===== src/rtl/muldiv_unit.sv =====
// Iterative RV32M multiply/divide unit for EX (shift-add / restoring).
// Ports: clk, reset, start, Flush, MulDivOp, SrcA, SrcB; out busy, done,
// MulDivResult. Define MULDIV_FAST_MUL_EN for a single-cycle multiply.
module muldiv_unit #(
  parameter int DATA_WIDTH = 32
) (
  input  logic                  clk,
  input  logic                  reset,
  input  logic                  start,
  input  logic                  Flush,
  input  logic [2:0]            MulDivOp,
  input  logic [DATA_WIDTH-1:0] SrcA,
  input  logic [DATA_WIDTH-1:0] SrcB,
  output logic                  busy,
  output logic                  done,
  output logic [DATA_WIDTH-1:0] MulDivResult
);

  localparam int W = DATA_WIDTH;
  localparam logic [5:0] LAST = 6'(W - 1);
  localparam logic [W-1:0] MIN_NEG =
    {1'b1, {(W-1){1'b0}}};

  typedef enum logic [1:0] {
    IDLE = 2'd0,
    CALC = 2'd1,
    DONE = 2'd2
  } state_t;

  state_t state;
  state_t state_nxt;

  logic [2:0]   op_q;
  logic [W-1:0] mag;
  logic [W-1:0] hi;
  logic [W-1:0] lo;
  logic [W-1:0] res;
  logic         neg_q;
  logic         neg_r;
  logic [5:0]   cnt;

  logic         signed_a;
  logic         signed_b;
  logic         sign_a;
  logic         sign_b;
  logic [W-1:0] abs_a;
  logic [W-1:0] abs_b;
  logic         is_div;
  logic         div_zero;
  logic         div_ovf;
  logic         special;
  logic [W-1:0] special_res;
  logic         fast;
  logic [W-1:0] fast_res;

  logic [W:0]     sum;
  logic [W:0]     rem_sh;
  logic [W+1:0]   diff;
  logic           ge;
  logic [W-1:0]   hi_nxt;
  logic [W-1:0]   lo_nxt;
  logic [2*W-1:0] prod;
  logic [2*W-1:0] prod_s;
  logic [W-1:0]   quo_s;
  logic [W-1:0]   rem_s;
  logic [W-1:0]   calc_res;
  logic           start_go;
  logic           calc_go;
  logic           unused;

  always_comb begin
    signed_a = 1'b0;
    signed_b = 1'b0;
    unique case (MulDivOp)
      3'b001, 3'b100, 3'b110: begin
        signed_a = 1'b1;
        signed_b = 1'b1;
      end
      3'b010: signed_a = 1'b1;
      default: ;
    endcase
  end

  assign sign_a = signed_a & SrcA[W-1];
  assign sign_b = signed_b & SrcB[W-1];
  assign abs_a  = sign_a ? -SrcA : SrcA;
  assign abs_b  = sign_b ? -SrcB : SrcB;

  assign is_div   = MulDivOp[2];
  assign div_zero = is_div && (SrcB == '0);
  // Only the signed ops can overflow (MIN / -1).
  assign div_ovf  = is_div && !MulDivOp[0] &&
                    (SrcA == MIN_NEG) && (SrcB == '1);
  assign special  = div_zero | div_ovf;

  always_comb begin
    special_res = '0;
    if (div_zero) begin
      special_res = MulDivOp[1] ? SrcA : '1;
    end else begin
      special_res = MulDivOp[1] ? '0 : MIN_NEG;
    end
  end

`ifdef MULDIV_FAST_MUL_EN
  logic signed [W:0]       fa;
  logic signed [W:0]       fb;
  logic signed [2*W+1:0]   fp;

  // sign_x doubles as the 33rd bit: zero for unsigned operands.
  assign fa = {sign_a, SrcA};
  assign fb = {sign_b, SrcB};
  assign fp = (2*W+2)'(fa) * (2*W+2)'(fb);
  assign fast = !is_div;
  assign fast_res = (MulDivOp[1:0] == 2'b00) ?
                    fp[W-1:0] : fp[2*W-1:W];
  logic unused_fast;
  assign unused_fast = ^fp[2*W+1:2*W];
`else
  assign fast     = 1'b0;
  assign fast_res = '0;
`endif

  // Multiply: {carry,hi,lo} shifts right, lo holds the multiplier.
  assign sum = {1'b0, hi} +
               (lo[0] ? {1'b0, mag} : '0);

  // Divide: hi is the partial remainder, lo shifts the
  // dividend out and the quotient in.
  assign rem_sh = {hi, lo[W-1]};
  assign diff   = {1'b0, rem_sh} - {2'b00, mag};
  assign ge     = ~diff[W+1];

  always_comb begin
    hi_nxt = hi;
    lo_nxt = lo;
    if (op_q[2]) begin
      hi_nxt = ge ? diff[W-1:0] : rem_sh[W-1:0];
      lo_nxt = {lo[W-2:0], ge};
    end else begin
      hi_nxt = sum[W:1];
      lo_nxt = {sum[0], lo[W-1:1]};
    end
  end

  assign prod   = {hi_nxt, lo_nxt};
  assign prod_s = neg_q ? -prod : prod;
  assign quo_s  = neg_q ? -lo_nxt : lo_nxt;
  assign rem_s  = neg_r ? -hi_nxt : hi_nxt;

  always_comb begin
    calc_res = '0;
    if (op_q[2]) begin
      calc_res = op_q[1] ? rem_s : quo_s;
    end else if (op_q[1:0] == 2'b00) begin
      calc_res = prod_s[W-1:0];
    end else begin
      calc_res = prod_s[2*W-1:W];
    end
  end

  // Partial remainder is always below the divisor.
  assign unused = diff[W];

  always_ff @(posedge clk or posedge reset) begin
    if (reset) begin
      state <= IDLE;
    end else begin
      state <= state_nxt;
    end
  end

  always_comb begin
    state_nxt = state;
    unique case (state)
      IDLE: begin
        if (start) begin
          state_nxt = (special || fast) ? DONE : CALC;
        end
      end
      CALC: begin
        if (cnt == LAST) begin
          state_nxt = DONE;
        end
      end
      DONE:    state_nxt = IDLE;
      default: state_nxt = IDLE;
    endcase
    if (Flush) begin
      state_nxt = IDLE;
    end
  end

  assign start_go = (state == IDLE) && start && !Flush;
  assign calc_go  = (state == CALC) && !Flush;

  always_ff @(posedge clk or posedge reset) begin
    if (reset) begin
      op_q  <= '0;
      mag   <= '0;
      hi    <= '0;
      lo    <= '0;
      res   <= '0;
      neg_q <= 1'b0;
      neg_r <= 1'b0;
      cnt   <= '0;
    end else if (start_go) begin
      op_q  <= MulDivOp;
      mag   <= is_div ? abs_b : abs_a;
      hi    <= '0;
      lo    <= is_div ? abs_a : abs_b;
      neg_q <= sign_a ^ sign_b;
      neg_r <= sign_a;
      cnt   <= '0;
      if (special) begin
        res <= special_res;
      end else if (fast) begin
        res <= fast_res;
      end
    end else if (calc_go) begin
      hi  <= hi_nxt;
      lo  <= lo_nxt;
      cnt <= cnt + 6'd1;
      if (cnt == LAST) begin
        res <= calc_res;
      end
    end
  end

  assign busy         = (state == CALC);
  assign done         = (state == DONE);
  assign MulDivResult = res;

endmodule


===== config.mk =====
export PLATFORM = sky130hd
export DESIGN_NAME = muldiv_unit
export DESIGN_NICKNAME = d
export VERILOG_FILES = /design/src/rtl/muldiv_unit.sv
export SDC_FILE = /design/constraint.sdc
export NUM_CORES = 1
export LEC_CHECK = 0
export BUFFER_PORTS_ARGS = -buffer_cell sky130_fd_sc_hd__buf_2
export CORE_ASPECT_RATIO = 1.1
export CORE_MARGIN = 5
export CORE_UTILIZATION = 49
export DETAILED_ROUTE_END_ITERATION = 12
export PLACE_DENSITY = 0.75
export SLEW_MARGIN = 20
export SYNTH_ARGS = -nofsm -noshare
export SYNTH_HDL_FRONTEND = slang
export SYNTH_SLANG_ARGS = --single-unit

===== constraint.sdc =====
create_clock -name clk -period 5.45 [get_ports clk]
set_input_delay 0.8175 -clock clk [delete_from_list [all_inputs] [get_ports clk]]
set_output_delay 0.8175 -clock clk [all_outputs]
set_load 0.03 [all_outputs]

==> metrics <==
Die Y=202 um; total number of vias=18900; number of DRC violations after detailed-routing iteration 0=2411; max-cap viol count=0; IO Port Bufs=104; Die Area=0.0372 sq mm; slew at the pin closest to its max-slew limit=1.00 ns; DRC violation count after routing=0; library cell occupying the most area in the post-synthesis netlist=dfrtp_1; Crit Reg-Reg Startpoint=lo[0]$_DFFE_PP0P_; endpoint of the lowest-slack register-to-register path=MulDivResult[21]$_DFFE_PP0P_; share of synthesized flip-flops with an asynchronous set or reset=100%; IO Count=105; final weighted congestion in routability-driven placement=1.05; ratio of cells with drive above 1 in the final layout=12.3%; sequential area share after synthesis=21.6%; total track usage=35.9%; Net Count, Synth=2408; gate count after technology mapping=2265; average size of a mapped cell=7.23 sq um; vias in the first global route=17700; Final Hold Vio Count=0; critical-path cell with the highest stage delay=a2111oi_1; critical path's largest stage delay=0.64 ns; number of enable-type register cells in the synthesized netlist=0; CTS Buf Count=17; count of H-tree levels built during CTS=4; Max IR drop VDD=0.000299 V; global-route wire length before repair=104000 um; startpoint of the tightest hold check path=MulDivResult[1]$_DFFE_PP0P_; final number of max-transition violations=0; main area contributors after synthesis=dfrtp_1, o21ai_0, a21oi_1; buffering stage count on the worst path with inverters included=2; Slew Limit Headroom=33.1%; maximum net fanout on the critical path=11; clock tree from TritonCTS=done; clock slew at the register clock pins of the worst setup and hold paths=0.07 ns; final WL=69100 um; distinct cell type count of the synthesized netlist=88; maximum number of pins on one net before global-route repair=112; RSZ-0062 raised after global routing=false; arrival time of data at the critical path endpoint=5.63 ns; startpoint-to-endpoint class of the critical path=reg2reg; total power divided by cell area=554 mW/mm^2; Max Clock Freq=188 MHz; outcome=finished clean; buffer cell driving the clock tree root=clkbuf_16; minimum clock period after layout=5.32 ns; hold buffers post-CTS=0; Worst Skew=0.00814 ns; commonest register cell after synthesis=dfrtp_1; net total in the final layout=2475; final core utilization=55.1%; initial core utilization=49.4%; Inserted Diodes=0; dominant combinational cell family by area after synthesis=compound AO/OA/AOI/OAI gates; gate family responsible for the most delay along the worst path=compound AO/OA/AOI/OAI gates; TritonCTS Sinks=141; worst path setup slack after routing=0.133 ns; reg2reg setup slack=0.13 ns; total power=10.1 mW; number of cells on the worst hold path=2; cell-by-cell listing of the critical path=and2_1 -> ha_1 -> fa_1 -> a211oi_1 -> o21a_1 -> o221ai_1 -> a21boi_0 -> mux2_2 -> a31o_2 -> nand3b_1 -> nor4b_1 -> buf_4 -> a21boi_0 -> xnor2_1 -> a2111oi_1 -> buf_4 -> o21ai_0; number of filler instances in the final layout=3252; dpl hpwl=52900 um; row count=70; Hold EP=MulDivResult[1]$_DFFE_PP0P_; cell area after technology mapping=0.0164 sq mm; placeable core region=0.0331 sq mm; worst min-delay path class=reg2reg; average wire per cell in the routed design=24.9 um; initial antenna violation count=4; Post-Synth Simple-Gate Area=23.8%; complex-gate fraction of the synthesized area=31.9%; clk_lat worst skew=0.44 ns; Synth Area in Adders=5.60%; antenna viol nets, final=0; type of destination of the critical path=register; Detailed Routing Iterations Pass 1=6; Worst Reg-to-Reg Cells=17; buffer depth of the longest clock path=2; category of the worst setup path launch point=register; critical path data required time=5.76 ns; part of the cycle the worst path needs=97.6%; Post-Place Setup Slack=0.0203 ns; leakage=7.58 nW; post-synth top area share=21.6%; Area Growth Syn to Fin=11.6%; Synthesis Warnings=0; #FFs+latches synth=141; XOR/XNOR Fraction of Synth Area=8.62%; Horiz. Die Dim=184 um; via/cell ratio=6.82; total setup violations reported at the end of the flow=0; mux cell area share after synthesis=3.41%; Overflow after GRT=0; accumulated negative setup slack=0 ns
state kept, by name (all words and copies together) (netlist names):
name,cells
hi,32
op_q,3
cnt,6
state,2
neg_r,1
lo,32
MulDivResult,32
mag,32
neg_q,1
cells in the mapped netlist (36+ instances only):
cell type  number
xnor2_1        93
o21ai_0       230
nand3_1        36
and2_1         41
dfrtp_1       141
inv_1          61
o211ai_1       63
nor3_1         71
clkbuf_1      127
nor2_1        210
a21oi_1       201
nand2_1       248
ha_1           70
mux2i_1        49
xor2_1         68
worst max path at each step:
stage	start	endpoint	cells past startpoint
2_1_floorplan	hi[7]$_DFFE_PP0P_	MulDivResult[24]$_DFFE_PP0P_	20
3_3_place_gp	lo[0]$_DFFE_PP0P_	MulDivResult[21]$_DFFE_PP0P_	17
3_5_place_dp	mag[22]$_DFFE_PP0P_	MulDivResult[4]$_DFFE_PP0P_	20
4_1_cts	lo[0]$_DFFE_PP0P_	MulDivResult[21]$_DFFE_PP0P_	17
5_1_grt	lo[0]$_DFFE_PP0P_	MulDivResult[27]$_DFFE_PP0P_	15
6_report	lo[0]$_DFFE_PP0P_	MulDivResult[21]$_DFFE_PP0P_	17
layout by cell type (no fill, tap or decap), types with 15 or more instances in the layout:
cell type / Yosys / layout
nand2_1: 248 / 247
buf_2: 5 / 103
a22o_1: 25 / 25
mux2i_1: 49 / 49
a21oi_1: 201 / 199
a31oi_1: 25 / 24
xnor2_1: 93 / 93
o22ai_1: 20 / 19
buf_4: 0 / 94
ha_1: 70 / 69
o41ai_1: 16 / 15
and3_1: 16 / 16
nand4_1: 34 / 34
a21o_1: 20 / 20
clkbuf_16: 0 / 17
dfrtp_1: 141 / 139
or3_1: 19 / 19
and2_1: 41 / 41
nand2b_1: 21 / 21
nor2_1: 210 / 209
inv_1: 61 / 60
o211ai_1: 63 / 63
o21ai_0: 230 / 228
nand3_1: 36 / 35
nor4_1: 21 / 21
o31ai_1: 34 / 32
nor3_1: 71 / 71
xor2_1: 68 / 68
a211oi_1: 21 / 21
o221ai_1: 22 / 21
nor3b_1: 17 / 15
or4_1: 16 / 16
cells by family after synthesis:
group                      Yosys count
AOI/OAI and AO/OA                  814
and+or+nand+nor                    808
buffers and inverters              214
xor gates and xnor gates           161
DFF                                141
adders and majority gates           72
muxes                               55
through the flow:
stage	hold slack (ns)	cell area, sq um	instances
2_1_floorplan	0.463	16400	2265
3_3_place_gp	0.458	17600	2745
3_5_place_dp	0.468	17600	2745
4_1_cts	0.482	18200	2776
5_1_grt	0.494	18300	2776
6_report	0.481	18300	2776
area by class of cell:
class	instances	area (sq um)	area share (%)
Multi-Input combinational cell	1910	12100	66.4
Sequential cell	141	3530	19.4
Timing Repair Buffer	199	1260	6.91
Tap cell	432	541	2.96
Clock buffer	20	457	2.50
Inverter	63	241	1.32
Clock inverter	11	108	0.589
report_power, final:
group | switching (mW) | internal [mW] | total, mW
logic | 4.66 | 2.57 | 7.23
clock network | 0.521 | 0.657 | 1.18
registers | 0.387 | 1.32 | 1.71
total | 5.57 | 4.55 | 10.1
repair_timing:
item	in CTS	in global routing
resized for setup	1	19
setup endpoints to repair	1	18
pin swaps	0	1
setup buffers	0	0
worst register-to-register path, cell delays in order, from the launching register on:
cell and delay, ns:
dfrtp_1 0.50, and2_1 0.22, ha_1 0.24, fa_1 0.45, a211oi_1 0.33, o21a_1 0.24, o221ai_1 0.28, a21boi_0 0.31
mux2_2 0.43, a31o_2 0.31, nand3b_1 0.31, nor4b_1 0.10, buf_4 0.17, a21boi_0 0.22, xnor2_1 0.16, a2111oi_1 0.64
buf_4 0.21, o21ai_0 0.08
per-layer routing:
layer	wire [um]	global-route usage (%)	vias to the layer above	part of all wire, %
li1	-	-	8534	-
met1	25900	45.2	8873	38
met2	30900	56.8	1255	45
met3	7100	6.91	281	10
met4	5150	21.0	2	7.4
met5	7	0	-	0.010
Note: power is estimated with default switching activity, not from simulation.
